### config.mk
export PLATFORM = sky130hd
export DESIGN_NAME = reg_status_file
export DESIGN_NICKNAME = d
export VERILOG_FILES = /design/src/rtl/reg_status_file.sv
export SDC_FILE = /design/constraint.sdc
export NUM_CORES = 2
export LEC_CHECK = 0
export ABC_AREA = 1
export BUFFER_PORTS_ARGS = -buffer_cell sky130_fd_sc_hd__buf_2
export CAP_MARGIN = 10
export CORE_MARGIN = 2
export CORE_UTILIZATION = 60
export DETAILED_ROUTE_END_ITERATION = 7
export PLACE_DENSITY = 0.77
export SYNTH_ARGS = -nofsm -noshare
export SYNTH_HDL_FRONTEND = slang
export SYNTH_SLANG_ARGS = --single-unit
### constraint.sdc
create_clock -name clk_in -period 47.7 [get_ports clk_in]
set_input_delay 9.54 -clock clk_in [delete_from_list [all_inputs] [get_ports clk_in]]
set_output_delay 9.54 -clock clk_in [all_outputs]
set_load 0.02 [all_outputs]
### src/rtl/reg_status_file.sv
// Architectural register file with per-register rename status, same-cycle commit bypass and a busy counter.
// Define REG_STATUS_CKPT_EN to add a single checkpoint shadow of the rename status (ckpt_save / ckpt_restore).
module reg_status_file #(
    parameter int REG_COUNT    = 32,
    parameter int REG_ID_W     = 5,
    parameter int DATA_W       = 32,
    parameter int ROB_W        = 4,
    parameter int READ_PAIRS   = 1,
    parameter int COMMIT_PORTS = 1
) (
    input  logic                               clk_in,
    input  logic                               rst_in,
    input  logic                               rdy_in,
    input  logic                               flush,
`ifdef REG_STATUS_CKPT_EN
    input  logic                               ckpt_save,
    input  logic                               ckpt_restore,
`endif
    input  logic [COMMIT_PORTS*REG_ID_W-1:0]   commit_reg_id,
    input  logic [COMMIT_PORTS*DATA_W-1:0]     commit_data,
    input  logic [COMMIT_PORTS*ROB_W-1:0]      commit_rob_id,
    output logic [2*READ_PAIRS*ROB_W-1:0]      rob_query_id,
    input  logic [2*READ_PAIRS-1:0]            rob_query_ready,
    input  logic [2*READ_PAIRS*DATA_W-1:0]     rob_query_data,
    input  logic [2*READ_PAIRS*REG_ID_W-1:0]   dec_reg_id,
    output logic [2*READ_PAIRS*DATA_W-1:0]     dec_data,
    output logic [2*READ_PAIRS-1:0]            dec_pending,
    output logic [2*READ_PAIRS*ROB_W-1:0]      dec_dependency,
    input  logic [REG_ID_W-1:0]                mark_reg_id,
    input  logic [ROB_W-1:0]                   mark_rob_id,
    output logic [REG_ID_W:0]                  busy_count
);
    localparam int SLOTS    = 2 * READ_PAIRS;
    localparam int ID_SPACE = 1 << REG_ID_W;

    // Read views span the whole id space so any decoded id indexes in range; id 0 and unused ids read as zero.
    logic [DATA_W-1:0]      data_view [ID_SPACE];
    logic [ROB_W-1:0]       dep_view  [ID_SPACE];
    logic [ID_SPACE-1:0]    pend_view;
    logic [REG_COUNT-1:1]   pending_next;
    logic [REG_ID_W:0]      busy_count_q, busy_count_d;

    genvar gi;

    for (gi = 0; gi < ID_SPACE; gi++) begin : g_view_zero
        if (gi == 0 || gi >= REG_COUNT) begin : g_zero
            assign data_view[gi] = '0;
            assign dep_view[gi]  = '0;
            assign pend_view[gi] = 1'b0;
        end
    end

    for (gi = 1; gi < REG_COUNT; gi++) begin : g_reg
        localparam logic [REG_ID_W-1:0] MY_ID = REG_ID_W'(gi);

        logic [DATA_W-1:0] data_q, data_d;
        logic [ROB_W-1:0]  dep_q, dep_d;
        logic              pending_q, pending_d;
        logic              commit_hit, live_clr;
        logic [DATA_W-1:0] commit_val;
`ifdef REG_STATUS_CKPT_EN
        logic              sh_pending_q, sh_pending_d;
        logic [ROB_W-1:0]  sh_dep_q, sh_dep_d;
        logic              sh_clr;
`endif

        // Ascending port scan: the highest-index (youngest) commit to this register wins.
        always_comb begin
            commit_hit = 1'b0;
            live_clr   = 1'b0;
            commit_val = '0;
`ifdef REG_STATUS_CKPT_EN
            sh_clr     = 1'b0;
`endif
            for (int p = 0; p < COMMIT_PORTS; p++) begin
                if (commit_reg_id[p*REG_ID_W +: REG_ID_W] == MY_ID) begin
                    commit_hit = 1'b1;
                    commit_val = commit_data[p*DATA_W +: DATA_W];
                    if (commit_rob_id[p*ROB_W +: ROB_W] == dep_q) begin
                        live_clr = 1'b1;
                    end
`ifdef REG_STATUS_CKPT_EN
                    if (commit_rob_id[p*ROB_W +: ROB_W] == sh_dep_q) begin
                        sh_clr = 1'b1;
                    end
`endif
                end
            end
        end

        always_comb begin
            data_d    = data_q;
            pending_d = pending_q;
            dep_d     = dep_q;
            if (rdy_in) begin
                if (commit_hit) begin
                    data_d = commit_val;
                end
                if (flush) begin
                    pending_d = 1'b0;
                    dep_d     = '0;
                end
`ifdef REG_STATUS_CKPT_EN
                else if (ckpt_restore) begin
                    pending_d = sh_pending_q & ~sh_clr;
                    dep_d     = sh_dep_q;
                end
`endif
                else if (mark_reg_id == MY_ID) begin
                    pending_d = 1'b1;
                    dep_d     = mark_rob_id;
                end else if (live_clr) begin
                    pending_d = 1'b0;
                end
            end
        end

`ifdef REG_STATUS_CKPT_EN
        // Commits keep the shadow coherent so a later restore never resurrects a retired producer.
        always_comb begin
            sh_pending_d = sh_pending_q;
            sh_dep_d     = sh_dep_q;
            if (rdy_in) begin
                if (sh_clr) begin
                    sh_pending_d = 1'b0;
                end
                if (!flush && !ckpt_restore && ckpt_save) begin
                    sh_pending_d = pending_d;
                    sh_dep_d     = dep_d;
                end
            end
        end

        always_ff @(posedge clk_in or posedge rst_in) begin
            if (rst_in) begin
                sh_pending_q <= 1'b0;
                sh_dep_q     <= '0;
            end else begin
                sh_pending_q <= sh_pending_d;
                sh_dep_q     <= sh_dep_d;
            end
        end
`endif

        always_ff @(posedge clk_in or posedge rst_in) begin
            if (rst_in) begin
                data_q    <= '0;
                pending_q <= 1'b0;
                dep_q     <= '0;
            end else begin
                data_q    <= data_d;
                pending_q <= pending_d;
                dep_q     <= dep_d;
            end
        end

        assign data_view[gi]    = data_q;
        assign dep_view[gi]     = dep_q;
        assign pend_view[gi]    = pending_q;
        assign pending_next[gi] = pending_d;
    end

    always_comb begin
        busy_count_d = '0;
        for (int r = 1; r < REG_COUNT; r++) begin
            busy_count_d = busy_count_d + (REG_ID_W+1)'(pending_next[r]);
        end
    end

    always_ff @(posedge clk_in or posedge rst_in) begin
        if (rst_in) begin
            busy_count_q <= '0;
        end else begin
            busy_count_q <= busy_count_d;
        end
    end

    assign busy_count = busy_count_q;

    for (gi = 0; gi < SLOTS; gi++) begin : g_slot
        logic [REG_ID_W-1:0] id;
        logic [ROB_W-1:0]    dep;
        logic [DATA_W-1:0]   val;
        logic                pend;
        logic                hit;

        assign id  = dec_reg_id[gi*REG_ID_W +: REG_ID_W];
        assign dep = dep_view[id];

        // Resolution order for a pending source: same-cycle commit, then ROB result, else still pending.
        always_comb begin
            val  = data_view[id];
            pend = 1'b0;
            hit  = 1'b0;
            if (pend_view[id]) begin
                for (int p = 0; p < COMMIT_PORTS; p++) begin
                    if (commit_reg_id[p*REG_ID_W +: REG_ID_W] == id &&
                        commit_rob_id[p*ROB_W +: ROB_W] == dep) begin
                        hit = 1'b1;
                        val = commit_data[p*DATA_W +: DATA_W];
                    end
                end
                if (!hit) begin
                    if (rob_query_ready[gi]) begin
                        val = rob_query_data[gi*DATA_W +: DATA_W];
                    end else begin
                        pend = 1'b1;
                    end
                end
            end
        end

        assign dec_data[gi*DATA_W +: DATA_W]     = val;
        assign dec_pending[gi]                   = pend;
        assign dec_dependency[gi*ROB_W +: ROB_W] = dep;
        assign rob_query_id[gi*ROB_W +: ROB_W]   = dep;
    end

endmodule

# After elaboration in Yosys (flattened, before gate mapping)
# Cells that the tools add are included.
[totals]
regBits = 1153
input_bits = 130
out_inout_bits = 88
wordCells = 666
[classes]
n_addsub = 30
magnitude_cmp = 4
n_eq_ne = 97
mux = 344
bitwise = 2
reduce_logical = 95
[ops]
columns = ["operator", "n"]
rows = [
  ["32-bit 2-to-1 mux", 43],
  ["32-bit binary-select mux with 5-bit select", 2],
  ["4-bit 2-to-1 mux", 66],
  ["1-bit 2-to-1 mux", 229],
  ["5-bit equality test, second input constant", 32],
  ["6-bit by 1-bit adder with 6-bit output", 25],
  ["4-bit equality test", 33],
  ["2-bit AND reduction", 62],
  ["5-bit by 4-bit equality test with 1-bit output, second input constant", 16],
  ["2-bit nonzero test", 31],
  ["4-bit binary-select mux with 5-bit select", 2],
  ["5-bit by 3-bit equality test with 1-bit output, second input constant", 8],
  ["5-bit by 2-bit equality test with 1-bit output, second input constant", 4],
  ["6-bit greater-or-equal comparator, second input constant", 2],
  ["5-bit by 6-bit less-than comparator with 1-bit output, second input constant", 2],
  ["5-bit NOT with 6-bit output", 2],
  ["1-bit binary-select mux with 5-bit select", 2],
  ["5-bit by 1-bit equality test with 1-bit output, second input constant", 2],
  ["5-bit equality test", 2],
  ["5-bit by 1-bit adder with 6-bit output", 1],
  ["4-bit by 1-bit adder with 5-bit output", 1],
  ["3-bit by 1-bit adder with 4-bit output", 1],
  ["2-bit by 1-bit adder with 3-bit output", 1],
  ["1-bit by 1-bit adder with 2-bit output", 1],
  ["1-bit logical AND", 2],
]

# Longest topological paths before layout
[depth]
depth_word = 37
ltp_mapped = 29
ltp_nobuf = 29

# Worst setup path after synthesis
# Ideal clock, no wire load.
[synth_timing]
path_kind = "input port to output port"
startpoint = "input port dec_reg_id[0]"
endpoint = "output port dec_data[29]"
arrival_time_ns = 11.270
t_required_ns = 38.160
setup_slack_ns = 26.890
stages = 15
n_path_buf = 4
path_cell_list = "buf_4 -> buf_6 -> buf_6 -> o211ai_1 -> nand3_1 -> nand3_1 -> nand3_1 -> a21oi_2 -> nor2_4 -> nand3_4 -> buf_2 -> nand3_1 -> o21ai_1 -> nand2_1 -> nand2_1"
[synth_between]
elab_chain_len = 10
word_cells_on_any_way = 18
[synth_lines]
columns = ["element", "line", "text"]
rows = [
  ["start: declaration", "25", "input logic [2*READ_PAIRS*REG_ID_W-1:0] dec_reg_id,"],
  ["5-bit NOT with 6-bit output (not written as such)", "188, 192", ""],
  ["4-bit binary-select mux with 5-bit select", "188", "assign dep = dep_view[id];"],
  ["4-bit 2-to-1 mux (not written as such) (2 in series)", "188", ""],
  ["4-bit equality test", "198", "commit_rob_id[p*ROB_W +: ROB_W] == dep) begin"],
  ["1-bit logical AND", "197", "if (commit_reg_id[p*REG_ID_W +: REG_ID_W] == id &&"],
  ["32-bit 2-to-1 mux or 1-bit 2-to-1 mux (tied branches)", "197", ""],
  ["32-bit 2-to-1 mux or 1-bit 2-to-1 mux (tied branches)", "204, 195", ""],
  ["32-bit 2-to-1 mux", "203", "if (!hit) begin"],
  ["32-bit 2-to-1 mux (*)", "195", "if (pend_view[id]) begin"],
  ["end: declaration", "26", "output logic [2*READ_PAIRS*DATA_W-1:0] dec_data,"],
]
# Mark *: on every way between the ends. The rest lies on a longest branch, timed or not. The select of a mux whose other input is x is not followed.

# Worst setup path after layout
[layout_timing]
startpoint = "input port dec_reg_id[5]"
endpoint = "output port dec_data[56]"
# The elaborated chain is that of the path after synthesis.

==> results.md <==
- Clock slew seen by the registers of the worst setup and hold paths: ~50 ps
- Detail Route Antenna Nets: 0
- Status: complete, but fails checks
- Logic pwr share: 20.7%
- Reg power frac: 43.3%
- Unrepaired setup endpoints after global routing: no
- Pin count of the biggest net entering global routing: 239
- Post-cts sizing count: 0
- TritonRoute pass-1 iters: 8
- Min cycle time layout: approximately 25,000 ps
- Vias/cell: 6.49
- PwrDens: 40.3 nW/um^2
- Initial antenna violation count: 9
- Setup crit start kind: input pin
- CTS tree: done
- Pins Over Slew Limit: 0
- Total Routing Usage GR: 43.6%
- Internal Power: 1970 uW
- Drt wl/cell: approximately 24 um
- Via Count: between 60,000 and 70,000
- Max-cap viol count: 0
- Die Y: between 300 and 400 um
- Worst skew pair latency: 770 ps
- Final Cycle Share: between 50% and 60%
- Register bit count reported by yosys: 1,153
- Clock power frac: 36.0%
- Core area: 112,000 um^2
- Layout cells sized above 1: 6.39%
- Post-route insts no fill: around 11,000
- Io pins: 218
- TritonCTS Sinks: about 1,200
- Routability cong.: between 1 and 1.5
- Post-synthesis net count: 9,576
- Hpwl dp: 141,000 um
- Peak VDD IR: 37.5 uV
- Initial core utilization: between 60 and 70%
- # setup viols final: 0
- Worst Hold Class: flop to flop
- Slew @ Worst Pin: 1250 ps
- Total design power: 2920 uW
- IO buf count: 217
- Relative max-transition margin: between 15 and 20%
- Crit end category: output port
- Fin Hold WS: slightly below 500 ps
- P_leak: about 0.033 uW
- Clock buffer depth: 3
- Max frequency: 0.0408 GHz
- Post-Route WL: approximately 260,000 um
- Failing checks: DRC
- Mapped Area: around 68,000 um^2
- Final Hold Viols: 0
- Nets@finish: 9,157
- H-tree level count: 4
- Sequential area share after synthesis: approximately 43%
- Setup_tns: 0 ps
- CTS root buf: clkbuf_16
- Critical Path RT: 38,160 ps
- Ys Warns: 0
- Die W: 340 um
- CP Data Arrival Time: 14,970 ps
- Full die area: 116,000 um^2
- DRC errors left: 7
- Crit-path max FO: 139
- Count of cell types in the netlist: between 40 and 50
- Total gr overflow: 0
- Sw Ratio: 32.5%
- Placed Instances: 10,400
- First-pass GRT wire length: 387,000 um
- Critical path type: input pin to output port
- Clock skew: around 27 ps
- # hold bufs at CTS: 0
- Std cell rows: 123
- Net switching power: approximately 950 uW
- TritonCTS buffer count: 130
- Syn-to-layout area delta: 7.16%
- Setup Buffers After CTS: 0
- Detailed Route Iter0 Violations: 9,847
- Mean Syn Cell Area: between 7 and 8 um^2
- Final core occ: 64.7%
- Syn Inst Count: about 9,400
- Vias in the first global route: 63,800
flip-flops by register name (all words and copies together), names as in the netlist:
name	count
busy_count	6
g.data_q	992
g.dep_q	124
g.pending_q	31
power by group through the flow:
stage | combinational [uW] | sequential, uW | clock, uW
final | 605 | 1260 | 1050
after CTS | 592 | 1260 | 1060
after global routing | 681 | 1290 | 1100
after global placement | 570 | 1270 | 0
after detailed placement | 588 | 1270 | 0
after floorplan | 439 | 1250 | 0
worst max-delay path: stages:
cell and delay, ps:
buf_8 680, inv_8 470, nor2_4 550, buf_4 550, nand2_1 100, nand3_1 100
nand3_1 140, nand3_1 180, nand2_1 90, nand2_1 70, nand2_1 140, nand3_4 100
buf_4 690, nand2_2 120, nand2_2 770, nand2_1 140, nand2_1 120, buf_2 170
layout make-up:
type	count	area, um^2
Fill cell	9937	39600
Multi-Input combinational cell	6672	32600
Sequential cell	1153	28900
Clock buffer	187	3830
Inverter	726	2790
Timing Repair Buffer	314	1980
Tap cell	1500	1880
Clock inverter	44	602
Antenna cell	5	12.5
cells in the mapped netlist, drive strengths merged:
master   count  area [um^2]
o211ai     407         3060
a22o         7         61.3
and2         1         6.26
buf        329         1750
xnor2       16          140
a221oi       2         17.5
o22ai        9         56.3
clkinv       4         15.0
o41ai        8         70.1
o21a         1         7.51
o31ai        1         7.51
a211oi       6         45.0
a22oi       48          360
fa          23          460
o221ai       1         8.76
nor3        14         70.1
nor2       443         1700
o2111ai      1         8.76
a31oi       58          363
ha           7         87.6
xor2        46          403
nand4       35          219
clkbuf     536         2010
dfrtp     1153        28900
nor4        16          100
nand2     2051         7710
inv        722         2720
or2          4         25.0
nand3      525         2650
a21oi      826         4140
o21ai     2116        10600
worst paths after layout:
check                                                 startpoint                          endpoint  slack (ps)  cells after the start
min in group asynchronous                                 rst_in   g_reg[24].data_q[6]$_DFFE_PP0P_        8900                      2
worst max register to register    g_reg[26].dep_q[0]$_DFFE_PP0P_           busy_count[4]$_DFF_PP0_       41210                     22
worst max-delay path                               dec_reg_id[5]                      dec_data[56]       23190                     18
worst min-delay path            g_reg[18].data_q[26]$_DFFE_PP0P_  g_reg[18].data_q[26]$_DFFE_PP0P_         480                      2
worst min register to register  g_reg[18].data_q[26]$_DFFE_PP0P_  g_reg[18].data_q[26]$_DFFE_PP0P_         480                      2
max in group asynchronous                                 rst_in  g_reg[16].data_q[19]$_DFFE_PP0P_       35500                      5
placed cells by master, fill, tap and decap left out, types with 9 or more instances in the layout:
master | netlist | final
nand2_1 | 2047 | 2024
o21ai_0 | 2008 | 2008
dfrtp_1 | 1153 | 1153
a21oi_1 | 825 | 825
inv_1 | 715 | 711
nand3_1 | 523 | 517
nor2_1 | 437 | 436
o211ai_1 | 407 | 407
buf_2 | 219 | 206
clkbuf_16 | 0 | 134
o21ai_1 | 106 | 106
buf_4 | 35 | 94
a31oi_1 | 58 | 58
a22oi_1 | 48 | 48
xor2_1 | 46 | 46
nand4_1 | 35 | 35
clkbuf_8 | 0 | 30
clkbuf_1 | 536 | 25
fa_1 | 23 | 23
clkinv_2 | 0 | 20
nand2_4 | 0 | 17
xnor2_1 | 16 | 16
nor4_1 | 16 | 16
nor3_1 | 14 | 14
bufinv_16 | 0 | 12
nand2_2 | 4 | 10
inv_6 | 0 | 10
o22ai_1 | 9 | 9
logic make-up after synthesis:
kind of cell	Yosys count	share of synthesized area, %
adders and majority gates	30	0.809
and+or+nand+nor	3089	18.4
xor gates and xnor gates	62	0.802
DFF	1153	42.6
AOI/OAI and AO/OA	3491	27.8
buffers and inverters	1591	9.59
layer usage:
layer / up-vias / track usage, % / part of all wire [%]
li1: 30800 / - / -
met1: 32100 / 57.9 / 37
met2: 4821 / 63.6 / 42
met3: 1044 / 11.9 / 14
met4: 4 / 26.7 / 7.1
met5: - / 0 / 0.013
through the flow:
step	cell area (um^2)	setup slack [ps]
2_1_floorplan	67700	5690
3_3_place_gp	68100	23560
3_5_place_dp	68100	23470
4_1_cts	72500	23460
5_1_grt	72500	23000
6_report	72500	23190
Power figures use the tool's default switching activity.
